$ cat config.mk
export PLATFORM = sky130hd
export DESIGN_NAME = mem_arbiter
export DESIGN_NICKNAME = d
export VERILOG_FILES = /design/src/rtl/mem_pkg.sv /design/src/rtl/mem_lane_unit.sv /design/src/rtl/mem_arbiter.sv
export SDC_FILE = /design/constraint.sdc
export NUM_CORES = 1
export LEC_CHECK = 0
export BUFFER_PORTS_ARGS = -buffer_cell sky130_fd_sc_hd__buf_4
export CAP_MARGIN = 10
export CORE_MARGIN = 4
export CORE_UTILIZATION = 50
export DETAILED_ROUTE_END_ITERATION = 10
export PLACE_DENSITY = 0.82
export REMOVE_ABC_BUFFERS = 1
export SLEW_MARGIN = 20
export SYNTH_ARGS = -nofsm -noshare
export SYNTH_HDL_FRONTEND = slang
export SYNTH_SLANG_ARGS = --single-unit
export TNS_END_PERCENT = 5
$ cat constraint.sdc
create_clock -name clk -period 3.6 [get_ports clk]
set_clock_uncertainty 0.15 [all_clocks]
set_input_delay 0.72 -clock clk [delete_from_list [all_inputs] [get_ports clk]]
set_output_delay 0.72 -clock clk [all_outputs]
set_load 0.005 [all_outputs]
$ cat src/rtl/mem_pkg.sv
// Shared definitions for the unified-memory arbiter: access sizes, FSM states,
// requester ids and the alignment rule.
package mem_pkg;

    localparam logic [1:0] SZ_B = 2'd0;
    localparam logic [1:0] SZ_H = 2'd1;
    localparam logic [1:0] SZ_W = 2'd2;

    typedef enum logic {
        IDLE   = 1'b0,
        RMW_WR = 1'b1
    } state_t;

    typedef enum logic {
        PORT_I = 1'b0,
        PORT_D = 1'b1
    } port_t;

    // Size 3 is never legal; halves need an even address, words a 4-byte boundary.
    function automatic logic is_misaligned(input logic [1:0] size, input logic [1:0] addr_lo);
        case (size)
            SZ_B:    return 1'b0;
            SZ_H:    return addr_lo[0];
            SZ_W:    return (addr_lo != 2'b00);
            default: return 1'b1;
        endcase
    endfunction

endpackage

$ cat src/rtl/mem_lane_unit.sv
// Byte-lane datapath: load extraction with sign/zero extension, sub-word store
// merge into a full word, and misalignment detection.
module mem_lane_unit
    import mem_pkg::*;
(
    input  logic [1:0]  size_i,
    input  logic        unsigned_i,
    input  logic [1:0]  addr_lo_i,
    input  logic [31:0] rdata_i,
    input  logic [31:0] wdata_i,
    output logic [31:0] load_o,
    output logic [31:0] merge_o,
    output logic        misaligned_o
);

    logic [7:0]  byte_s;
    logic [15:0] half_s;

    assign byte_s = rdata_i[{addr_lo_i, 3'b000} +: 8];
    assign half_s = addr_lo_i[1] ? rdata_i[31:16] : rdata_i[15:0];

    // Little-endian lane select for loads and read-modify-write merge for stores
    always_comb begin
        load_o       = 32'd0;
        merge_o      = rdata_i;
        misaligned_o = is_misaligned(size_i, addr_lo_i);
        case (size_i)
            SZ_B: begin
                load_o = {{24{~unsigned_i & byte_s[7]}}, byte_s};
                merge_o[{addr_lo_i, 3'b000} +: 8] = wdata_i[7:0];
            end
            SZ_H: begin
                load_o = {{16{~unsigned_i & half_s[15]}}, half_s};
                if (addr_lo_i[1]) begin
                    merge_o[31:16] = wdata_i[15:0];
                end else begin
                    merge_o[15:0] = wdata_i[15:0];
                end
            end
            SZ_W: begin
                load_o  = rdata_i;
                merge_o = wdata_i;
            end
            default: begin
                load_o  = 32'd0;
                merge_o = rdata_i;
            end
        endcase
    end

endmodule

$ cat src/rtl/mem_arbiter.sv
// Round-robin arbiter sharing one single-port word memory between the fetch
// and load/store ports; sub-word stores are done as read-modify-write.
module mem_arbiter
    import mem_pkg::*;
#(
    parameter int ADDR_W = 9
) (
    input  logic              clk,
    input  logic              rst_n,
    input  logic              i_req,
    input  logic [31:0]       i_addr,
    output logic              i_gnt,
    output logic              i_rvalid,
    output logic [31:0]       i_rdata,
    input  logic              d_req,
    input  logic              d_we,
    input  logic [1:0]        d_size,
    input  logic              d_unsigned,
    input  logic [31:0]       d_addr,
    input  logic [31:0]       d_wdata,
    output logic              d_gnt,
    output logic              d_rvalid,
    output logic [31:0]       d_rdata,
    output logic              d_err,
    output logic [ADDR_W-1:0] mem_addr,
    output logic [31:0]       mem_wdata,
    output logic              mem_write,
    input  logic [31:0]       mem_rdata
);

    state_t              state_q, state_d;
    port_t               last_gnt_q, last_gnt_d;
    logic [ADDR_W-1:0]   rmw_addr_q, rmw_addr_d;
    logic [31:0]         rmw_wdata_q, rmw_wdata_d;
    logic                i_rvalid_q, i_rvalid_d;
    logic [31:0]         i_rdata_q, i_rdata_d;
    logic                d_rvalid_q, d_rvalid_d;
    logic [31:0]         d_rdata_q, d_rdata_d;
    logic                d_err_q, d_err_d;

    logic [31:0]         load_s;
    logic [31:0]         merge_s;
    logic                mis_s;
    logic                unused_s;

    assign unused_s = ^{i_addr[31:ADDR_W+2], i_addr[1:0], d_addr[31:ADDR_W+2]};

    mem_lane_unit u_lane (
        .size_i       (d_size),
        .unsigned_i   (d_unsigned),
        .addr_lo_i    (d_addr[1:0]),
        .rdata_i      (mem_rdata),
        .wdata_i      (d_wdata),
        .load_o       (load_s),
        .merge_o      (merge_s),
        .misaligned_o (mis_s)
    );

    // Grant selection, memory drive and next-state for the arbiter FSM
    always_comb begin
        state_d     = state_q;
        last_gnt_d  = last_gnt_q;
        rmw_addr_d  = rmw_addr_q;
        rmw_wdata_d = rmw_wdata_q;
        i_gnt       = 1'b0;
        d_gnt       = 1'b0;
        mem_addr    = i_addr[ADDR_W+1:2];
        mem_wdata   = d_wdata;
        mem_write   = 1'b0;
        i_rvalid_d  = 1'b0;
        i_rdata_d   = i_rdata_q;
        d_rvalid_d  = 1'b0;
        d_rdata_d   = d_rdata_q;
        d_err_d     = 1'b0;
        case (state_q)
            IDLE: begin
                if (rst_n && d_req && (!i_req || last_gnt_q == PORT_I)) begin
                    d_gnt      = 1'b1;
                    last_gnt_d = PORT_D;
                    mem_addr   = d_addr[ADDR_W+1:2];
                    if (mis_s) begin
                        d_rvalid_d = 1'b1;
                        d_err_d    = 1'b1;
                        d_rdata_d  = 32'd0;
                    end else if (!d_we) begin
                        d_rvalid_d = 1'b1;
                        d_rdata_d  = load_s;
                    end else if (d_size == SZ_W) begin
                        mem_write  = 1'b1;
                        mem_wdata  = d_wdata;
                        d_rvalid_d = 1'b1;
                        d_rdata_d  = 32'd0;
                    end else begin
                        rmw_addr_d  = d_addr[ADDR_W+1:2];
                        rmw_wdata_d = merge_s;
                        state_d     = RMW_WR;
                    end
                end else if (rst_n && i_req) begin
                    i_gnt      = 1'b1;
                    last_gnt_d = PORT_I;
                    i_rvalid_d = 1'b1;
                    i_rdata_d  = mem_rdata;
                end else begin
                    state_d = IDLE;
                end
            end
            RMW_WR: begin
                // Write back the merged word; completion is reported next cycle
                mem_addr   = rmw_addr_q;
                mem_wdata  = rmw_wdata_q;
                mem_write  = rst_n;
                state_d    = IDLE;
                d_rvalid_d = 1'b1;
                d_rdata_d  = 32'd0;
            end
            default: begin
                state_d = IDLE;
            end
        endcase
    end

    // State, round-robin pointer, RMW buffer and registered responses
    always_ff @(posedge clk or negedge rst_n) begin
        if (!rst_n) begin
            state_q     <= IDLE;
            last_gnt_q  <= PORT_D;
            rmw_addr_q  <= '0;
            rmw_wdata_q <= 32'd0;
            i_rvalid_q  <= 1'b0;
            i_rdata_q   <= 32'd0;
            d_rvalid_q  <= 1'b0;
            d_rdata_q   <= 32'd0;
            d_err_q     <= 1'b0;
        end else begin
            state_q     <= state_d;
            last_gnt_q  <= last_gnt_d;
            rmw_addr_q  <= rmw_addr_d;
            rmw_wdata_q <= rmw_wdata_d;
            i_rvalid_q  <= i_rvalid_d;
            i_rdata_q   <= i_rdata_d;
            d_rvalid_q  <= d_rvalid_d;
            d_rdata_q   <= d_rdata_d;
            d_err_q     <= d_err_d;
        end
    end

    assign i_rvalid = i_rvalid_q;
    assign i_rdata  = i_rdata_q;
    assign d_rvalid = d_rvalid_q;
    assign d_rdata  = d_rdata_q;
    assign d_err    = d_err_q;

endmodule
-- Word level (Yosys, flattened, before mapping)
Index checks and enable logic that the tools add are counted.
- register bits after elaboration: 110
- bits in latches: 0
- memory bits (writable): 0
- ROM bits: 0
- output and inout bits: 111
- logic and storage cells: 76
- memories: 0
- $add $sub $neg: 1
- multipliers: 0
- divide/modulo/power cells: 0
- order comparisons: 0
- equal/unequal tests: 4
- shift-type cells: 3
- muxes and demuxes: 39
- bitwise operators: 8
- reduce and logical (&&, ||, !) cells: 12
- operators with widths (operator ; count):
    one-hot mux 32 bit (2 select lines) ; 3
    two-way mux 32 bit ; 4
    one-hot mux 32 bit (3 select lines) ; 1
    two-way mux 16 bit ; 3
    bitwise mux 32 bit ; 1
    variable shift 8 x 7 -> 32 bit (first input constant) ; 1
    variable part select 32 x 6 -> 8 bit ; 1
    variable part select 8 x 7 -> 32 bit ; 1
    two-way mux 1 bit ; 21
    one-hot mux 9 bit (2 select lines) ; 1
    two-way mux 9 bit ; 1
    negation 5 -> 7 bit ; 1
    NOT 1 bit ; 6
    one-hot mux 1 bit (2 select lines) ; 3
    AND reduction 5 bit ; 1
    inequality test 4 bit (second input constant) ; 1
    AND reduction 2 bit ; 2
    nonzero test 2 bit ; 2
    logical AND 1 bit ; 3
    one-hot mux 1 bit (3 select lines) ; 1
    AND reduction 3 bit ; 1
    AND 1 bit ; 2
    == test 2 x 1 -> 1 bit (second input constant) ; 1
    == test 2 bit (second input constant) ; 1
    4 further kinds ; 4

-- Depth between registers and ports, before layout
Gate-level depths: netlist of run 1.
- depth after elaboration: 7
- gate-level depth with buffers: 10
- depth with buffers taken out: 6

-- Cells and area by module
A second synthesis of run 1 with hierarchy kept.
- cells, all modules: 594
- area total of the unflattened synthesis: 6690.2 um^2
- modules (own cells, without submodules) (module ; instances ; cells each ; area an instance (um^2) ; sequential area each (um^2)):
    mem_arbiter ; 1 ; 382 ; 5078.6 ; 2753.9
    mem_lane_unit ; 1 ; 212 ; 1611.5 ; 0.0

-- Least setup slack after synthesis of run 1
No wires, ideal clock.
- path kind: input -> register
- start point: input d_addr[1]
- end point: register rmw_wdata_q[0]
- setup time: 0.077 ns
- arrival time: 2.880 ns
- data required time: 3.373 ns
- setup slack: 0.493 ns
- cell stages on the path: 8
- path through: buf_2 buf_2 clkinv_1 ha_1 or4b_1 a21oi_1 a22oi_1 a21oi_1
- word-level cells in the longest chain between the ends: 4
- elaborated cells between the ends (all ways): 10
- classes of those cells: add/sub (1); shift (2); mux (4); bitwise (1); reduce/logical (2)
- RTL lines (item ; line ; text):
    from (decl) ; mem_arbiter.sv:19 ; input logic [31:0] d_addr,
    negation 5 -> 7 bit / nonzero test 2 bit (equally long branches) ; mem_lane_unit.sv:30, mem_pkg.sv:24 ;
    variable part select 8 x 7 -> 32 bit (tied with other cells) ; mem_lane_unit.sv:30 ; merge_o[{addr_lo_i, 3'b000} +: 8] = wdata_i[7:0];
    bitwise mux 32 bit / NOT 1 bit (equally long branches) ; n/a ;
    one-hot mux 32 bit (2 select lines) / AND reduction 5 bit (equally long branches) ; n/a ;
    to (signal assigned) ; mem_arbiter.sv:138 ; rmw_wdata_q <= rmw_wdata_d;
    to (decl) ; mem_arbiter.sv:34 ; logic [31:0] rmw_wdata_q, rmw_wdata_d;
Parallel ways exist; a longest one is shown, timed or not.
A chain may end at the register's enable or synchronous reset.

-- Worst setup path after layout of run 1
- start point: input rst_n
- end point: output mem_addr[2]
- word-level cells in the longest chain between the ends: 4
- RTL lines (item ; line ; text):
    from (decl) ; mem_arbiter.sv:9 ; input logic rst_n,
    logical AND 1 bit (2 in series) ; mem_arbiter.sv:77 ; if (rst_n && d_req && (!i_req || last_gnt_q == PORT_I)) begin
    two-way mux 9 bit ; mem_arbiter.sv:77 ;
    one-hot mux 9 bit (2 select lines) ; mem_arbiter.sv:75 ; case (state_q)
    to (decl) ; mem_arbiter.sv:25 ; output logic [ADDR_W-1:0] mem_addr,
No other way between the ends.

==> impl_results.md, run 1 <==
- RePlAce Congestion: 0.904
- Area Overhead vs Synth: 30.6%
- Mapped Avg Cell Area: 10.2 um^2
- Post-synth EDFFs: 0
- Ys Warns: 0
- Placed Area: 7860 um^2
- Clock sink count: 110
- Ant diodes: 0
- Synth Flop Type: dfrtp_1
- Type of the worst min-delay path: in2async
- Rel. slew slack: 38.1%
- Initial Util: 51.7%
- Slowest stage delay, CP: 0.57 ns
- Number of setup buffers added after CTS: 0
- TritonCTS Buffers: 9
- Pins over their slew limit: 0
- Routed WL: 20.7 mm
- Largest net degree at the start of global routing: 59
- Vias: 5846
- Lkg Pwr: 3.75 nW
- Initial antenna violation count: 0
- Period utilization: 82.3%
- Chip height: 120 um
- DP Worst Slack: 0.459 ns
- CP arrival: 2.09 ns
- Post-synthesis register bit count: 110
- Largest area contributor in the netlist: dfrtp_1
- Most frequent CP cell: buf_4
- Hold Fails Final Rpt: 0
- Syn Inst Count: 613
- Core area: 12100 um^2
- Critical path buffers and inverters: 2
- Remaining Overflow, GRT: 0
- Die area: 14400 um^2
- # setup viols final: 0
- I/O Pins: 247
- Worst-Skew Late Latency: 0.35 ns
- Clock slew at reported path FFs: 0.07 ns
- Actual slew at the worst max-slew pin: 0.926 ns
- Critical path type: in2out
- Via/cell ratio: 6.07
- DR iter-0 viols: 601
- PortBufs: 202
- Post-layout nets: 931
- Tmin final: 2.96 ns
- Unique masters post-synth: 60
- Root Driver: clkbuf_16
- DRC: 0
- Slowest-stage cell, CP: and3_1
- Sequential cell area fraction in the yosys report: 44.0%
- Post-synth ARST share: 100%
- GRT Overall Usage: 28.6%
- Startpoint Class: input port
- Max-cap viol count: 0
- Layout cells sized above 1: 40.0%
- Core Util, Final: 67.5%
- RSZ-0062 raised after global routing: false
- Layout fillers: 1010
- Wire length per cell: 21.5 um
- Final Cell Area: 8170 um^2
- CTS max path bufs: 2
- CTS hold repair buffers: 0
- Post-CTS resize count: 0
- First-pass GRT wire length: 32.4 mm
- DPL Wire Length: 15.0 mm
- Maximum fanout along the worst path: 22
- CTS tree: yes
- DIE WIDTH: 120 um
- Power Density: 441 nW/um^2
- Pwr Total: 3.61 mW
- Antenna viol nets, final: 0
- Vias in the first global route: 5897
- Pre-Repair DR Iteration Count: 5
- Crit path max-delay family: simple AND/OR/NAND/NOR gates
- Crit-path cells: buf_4 > and3_1 > mux2i_1 > o21ai_0 > buf_4
- Cell area after synthesis: 6260 um^2
- Top cell type's share of synthesized area: 43.6%
- Status: complete, no violations
- Setup WS post-layout: 0.637 ns
- Max Freq: 337 MHz
- Setup crit end kind: primary output
- FP Rows: 40
- WP data required: 2.73 ns
- Worst VDD drop: 0.283 mV
- # H-tree levels: 3
- Synth top area cells: dfrtp_1 (44%), mux2_2 (14%), a21oi_1 (3.0%)
flip-flops by register name, summed over array words and instances, names as in the netlist:
| register | count |
|---|---|
| rmw_wdata_q | 32 |
| d_err | 1 |
| state_q | 1 |
| d_rdata | 32 |
| i_rvalid | 1 |
| last_gnt_q | 1 |
| rmw_addr_q | 9 |
| i_rdata | 32 |
| d_rvalid | 1 |
cells by family after synthesis:
logic type	Yosys count	share of synthesized area (%)
compound gates	199	21.9
fa+ha+maj	5	0.999
buf+inv	64	4.76
flops	110	44.0
mux	90	16.2
simple gates	145	12.2
per-stage QoR:
step	setup TNS (ns)	hold slack, ns	std cells
3_5_place_dp	0	0.322	947
4_1_cts	0	0.0899	963
5_1_grt	0	0.0992	963
6_report	0	0.0947	963
3_3_place_gp	0	0.313	947
2_1_floorplan	-154.40	0.274	562
layout by cell type (no fill, tap or decap), types with 2 or more instances in the layout:
cell type and n:
a211oi_1 2, a21o_1 22, a21oi_1 37, a221oi_1 8, a222oi_1 5, a22oi_1 12
a31oi_1 26, a32o_1 3, a32oi_1 11, and3_1 3, buf_4 217, bufinv_16 2
clkbuf_1 4, clkbuf_16 9, dfrtp_1 108, ha_1 5, inv_1 12, mux2_2 78
mux2i_1 11, nand2_1 39, nand2b_1 16, nand3_1 6, nand3b_1 8, nor2_1 33
nor2b_1 12, nor3_1 3, nor3b_1 9, o211ai_1 2, o21ai_0 30, o21ai_1 5
o21bai_1 2, o22a_1 6, o2bb2ai_1 16, o31ai_1 2, or2_1 2
report_power, final:
group / internal (mW) / switching [mW] / leakage (nW) / total (mW)
combinational: 0.504 / 0.415 / 2.25 / 0.919
clock: 0.613 / 0.441 / 0.148 / 1.05
sequential: 1.49 / 0.145 / 1.36 / 1.63
total: 2.61 / 1.00 / 3.75 / 3.61
cell type report:
cell class | instances | area, um^2 | area share, %
flip-flops and latches | 110 | 2760 | 33.7
multi-input cells | 439 | 3220 | 39.4
inverters | 13 | 48.8 | 0.597
well taps | 168 | 210 | 2.57
repair buffers | 217 | 1630 | 19.9
clock inverters | 3 | 68.8 | 0.842
clock buffers | 13 | 240 | 2.94
Yosys cell counts, types with 16 or more instances:
| cell | instances |
|---|---|
| a21o_1 | 22 |
| a21oi_1 | 37 |
| a31oi_1 | 26 |
| buf_2 | 16 |
| clkbuf_1 | 27 |
| dfrtp_1 | 109 |
| mux2_2 | 78 |
| nand2_1 | 39 |
| nand2b_1 | 16 |
| nor2_1 | 33 |
| o21ai_0 | 30 |
| o2bb2ai_1 | 16 |
per-layer routing:
metal | GRT usage [%] | part of all wire, % | up-vias
met5 | 0 | 0 | -
met4 | 10.3 | 2.1 | 0
met3 | 5.75 | 8.0 | 33
met2 | 47.2 | 49 | 291
met1 | 37.5 | 40 | 2875
li1 | - | - | 2647
worst paths after layout:
path	endpoint	cells past startpoint	startpoint	slack (ns)
min in group clk	d_rdata[28]$_DFFE_PN0P_	1	d_rdata[28]$_DFFE_PN0P_	0.34
hold / removal	rmw_wdata_q[6]$_DFFE_PN0P_	1	rst_n	0.09
hold reg to reg	d_rdata[28]$_DFFE_PN0P_	1	d_rdata[28]$_DFFE_PN0P_	0.34
max in group asynchronous	state_q$_DFF_PN0_	2	rst_n	2.12
setup / recovery	mem_addr[2]	5	rst_n	0.64
setup reg to reg	i_rdata[11]$_DFFE_PN0P_	4	state_q$_DFF_PN0_	1.20
Note: power is estimated with default switching activity, not from simulation.
==> run 2, diff against run 1 <==
CORE_UTILIZATION = 45   (was 50)
PLACE_DENSITY = 0.78   (was 0.82)
clock period = 2.6 ns   (was 3.6 ns; I/O delays follow)
==> run 2 against run 1 <==
Net effect: sequential cell count unchanged; clock power increased by 36%; global-route usage decreased by 2.3 points; largest cell class unchanged; design area increased by 2.8%.
==> impl_results.md, run 2 (synthesis results as in run 1) <==
- Startpoint Class: register
- Rel. slew slack: 29.1% (-9.0 points)
- Critical path type: reg2out
- Layout cells sized above 1: 41.9% (+1.9 points)
- DRC: 0 (unchanged)
- DIE WIDTH: 126 um (+5.1%)
- Via/cell ratio: 5.96 (-1.8%)
- Crit path max-delay family: flip-flops
- DPL Wire Length: 15.5 mm (+2.8%)
- Routed WL: 21.1 mm (+1.9%)
- Pins over their slew limit: 0 (unchanged)
- FP Rows: 42 (+5.0%)
- Vias in the first global route: 6071 (+3.0%)
- Core area: 13500 um^2 (+11%)
- First-pass GRT wire length: 33.3 mm (+3.0%)
- Largest net degree at the start of global routing: 103 (+75%)
- Root Driver: clkbuf_16
- Worst VDD drop: 0.372 mV (+32%)
- DR iter-0 viols: 480 (-20%)
- Maximum fanout along the worst path: 26 (+18%)
- Setup crit end kind: primary output
- Ant diodes: 0 (unchanged)
- Core Util, Final: 62.5% (-5.0 points)
- GRT Overall Usage: 26.3% (-2.3 points)
- Pre-Repair DR Iteration Count: 5 (unchanged)
- Flop2flop setup slack: 0.42 ns (-0.78 ns)
- Worst-Skew Late Latency: 0.35 ns (about the same)
- Post-route setup TNS: 0 ns (unchanged)
- Status: complete, no violations
- Initial antenna violation count: 0 (unchanged)
- Crit-path cells: buf_12 > mux2_2 > buf_4
- Period utilization: 96.1%
- Hold Fails Final Rpt: 0 (unchanged)
- I/O Pins: 247 (unchanged)
- CTS tree: yes
- Type of the worst min-delay path: in2async
- Initial Util: 46.5% (-5.2 points)
- Chip height: 126 um (+5.1%)
- Slowest stage delay, CP: 0.71 ns (+0.14 ns)
- RePlAce Congestion: 0.873 (-3.4%)
- Vias: 5917 (+1.2%)
- Wire length per cell: 21.3 um (-1.2%)
- # setup viols final: 0 (unchanged)
- Pwr Total: 5.01 mW (+39%)
- Slowest-stage cell, CP: dfrtp_2
- Most frequent cells in the layout: buf_4 (234), dfrtp_1 (108), mux2_2 (78), nand2_1 (39), a21oi_1 (37)
- Max-cap viol count: 0 (unchanged)
- Layout fillers: 1169 (+16%)
- Inst Count DP: 976 (+3.1%)
- Tmin final: 2.50 ns
- RSZ-0062 raised after global routing: false
- PortBufs: 202 (unchanged)
- Non-Filler Instances: 993 (+3.1%)
- Antenna viol nets, final: 0 (unchanged)
- Placed Area: 8080 um^2 (+2.8%)
- WP data required: 1.93 ns (-0.80 ns)
- Max Freq: 400 MHz
- Die area: 15900 um^2 (+10%)
- Lkg Pwr: 3.88 nW (+3.3%)
- Clock sink count: 110 (unchanged)
- Critical path buffers and inverters: 2 (unchanged)
- Number of setup buffers added after CTS: 0 (unchanged)
- Actual slew at the worst max-slew pin: 1.06 ns (+0.135 ns)
- CTS max path bufs: 2 (unchanged)
- Clock slew at reported path FFs: 0.07 ns (about the same)
- # H-tree levels: 3 (unchanged)
- Remaining Overflow, GRT: 0 (unchanged)
- Commonest non-fill, non-tap cell in the layout: buf_4
- Power Density: 596 nW/um^2 (+35%)
- TritonCTS Buffers: 9 (unchanged)
- Final Cell Area: 8400 um^2 (+2.8%)
- Post-layout nets: 953 (+2.4%)
- Area Overhead vs Synth: 34.2%
- CP arrival: 1.83 ns (-0.26 ns)
[run 2: final timing paths]
| kind | start | endpoint | cells after the start |
|---|---|---|---|
| worst max-delay path | state_q$_DFF_PN0_ | mem_wdata[14] | 3 |
| worst min-delay path | rst_n | last_gnt_q$_DFFE_PN1P_ | 1 |
| worst max register to register | state_q$_DFF_PN0_ | rmw_addr_q[5]$_DFFE_PN0P_ | 4 |
| worst min register to register | d_rdata[30]$_DFFE_PN0P_ | d_rdata[30]$_DFFE_PN0P_ | 1 |
| max in group asynchronous | rst_n | rmw_addr_q[0]$_DFFE_PN0P_ | 2 |
| min in group clk | i_req | last_gnt_q$_DFFE_PN1P_ | 2 |
[run 2: report_power, final]
| part | switching (mW) | total [mW] | leakage [nW] | internal [mW] |
|---|---|---|---|---|
| Sequential | 0.203 | 2.26 | 1.36 | 2.06 |
| Clock | 0.631 | 1.43 | 0.149 | 0.804 |
| Combinational | 0.583 | 1.31 | 2.37 | 0.725 |
| Total | 1.42 | 5.01 | 3.88 | 3.59 |
[run 2: layout make-up]
| cell class | instances | area (um^2) | share of cell area, % |
|---|---|---|---|
| Multi-Input combinational cell | 439 | 3220 | 38.3 |
| Sequential cell | 110 | 2760 | 32.8 |
| Timing Repair Buffer | 239 | 1850 | 22.0 |
| Clock buffer | 12 | 256 | 3.05 |
| Tap cell | 176 | 220 | 2.62 |
| Clock inverter | 4 | 55.1 | 0.655 |
| Inverter | 13 | 48.8 | 0.581 |
[run 2: routing by layer]
metal / vias to the layer above / GRT usage (%) / part of all wire, % / routed length, um
li1: 2686 / - / - / -
met2: 280 / 43.7 / 49 / 10300
met5: - / 0 / 0 / 0
met1: 2915 / 33.9 / 40 / 8550
met3: 36 / 6.05 / 8.3 / 1760
met4: 0 / 9.09 / 2.5 / 529
[run 2: repair_timing]
| action | CTS | global route |
|---|---|---|
| gates resized for setup | 0 | 3 |
| hold endpoints to repair | 7 | 0 |
| endpoints found under the setup margin | 0 | 3 |
| hold buffers | 1 | 0 |
[run 2: stage by stage]
stage | setup slack [ns] | hold WS [ns]
after floorplan | -5.00 | 0.0744
after global placement | 0.115 | 0.249
after detailed placement | 0.115 | 0.250
after CTS | 0.103 | 0.0421
after global routing | 0.00956 | 0.0387
final | 0.100 | 0.0514
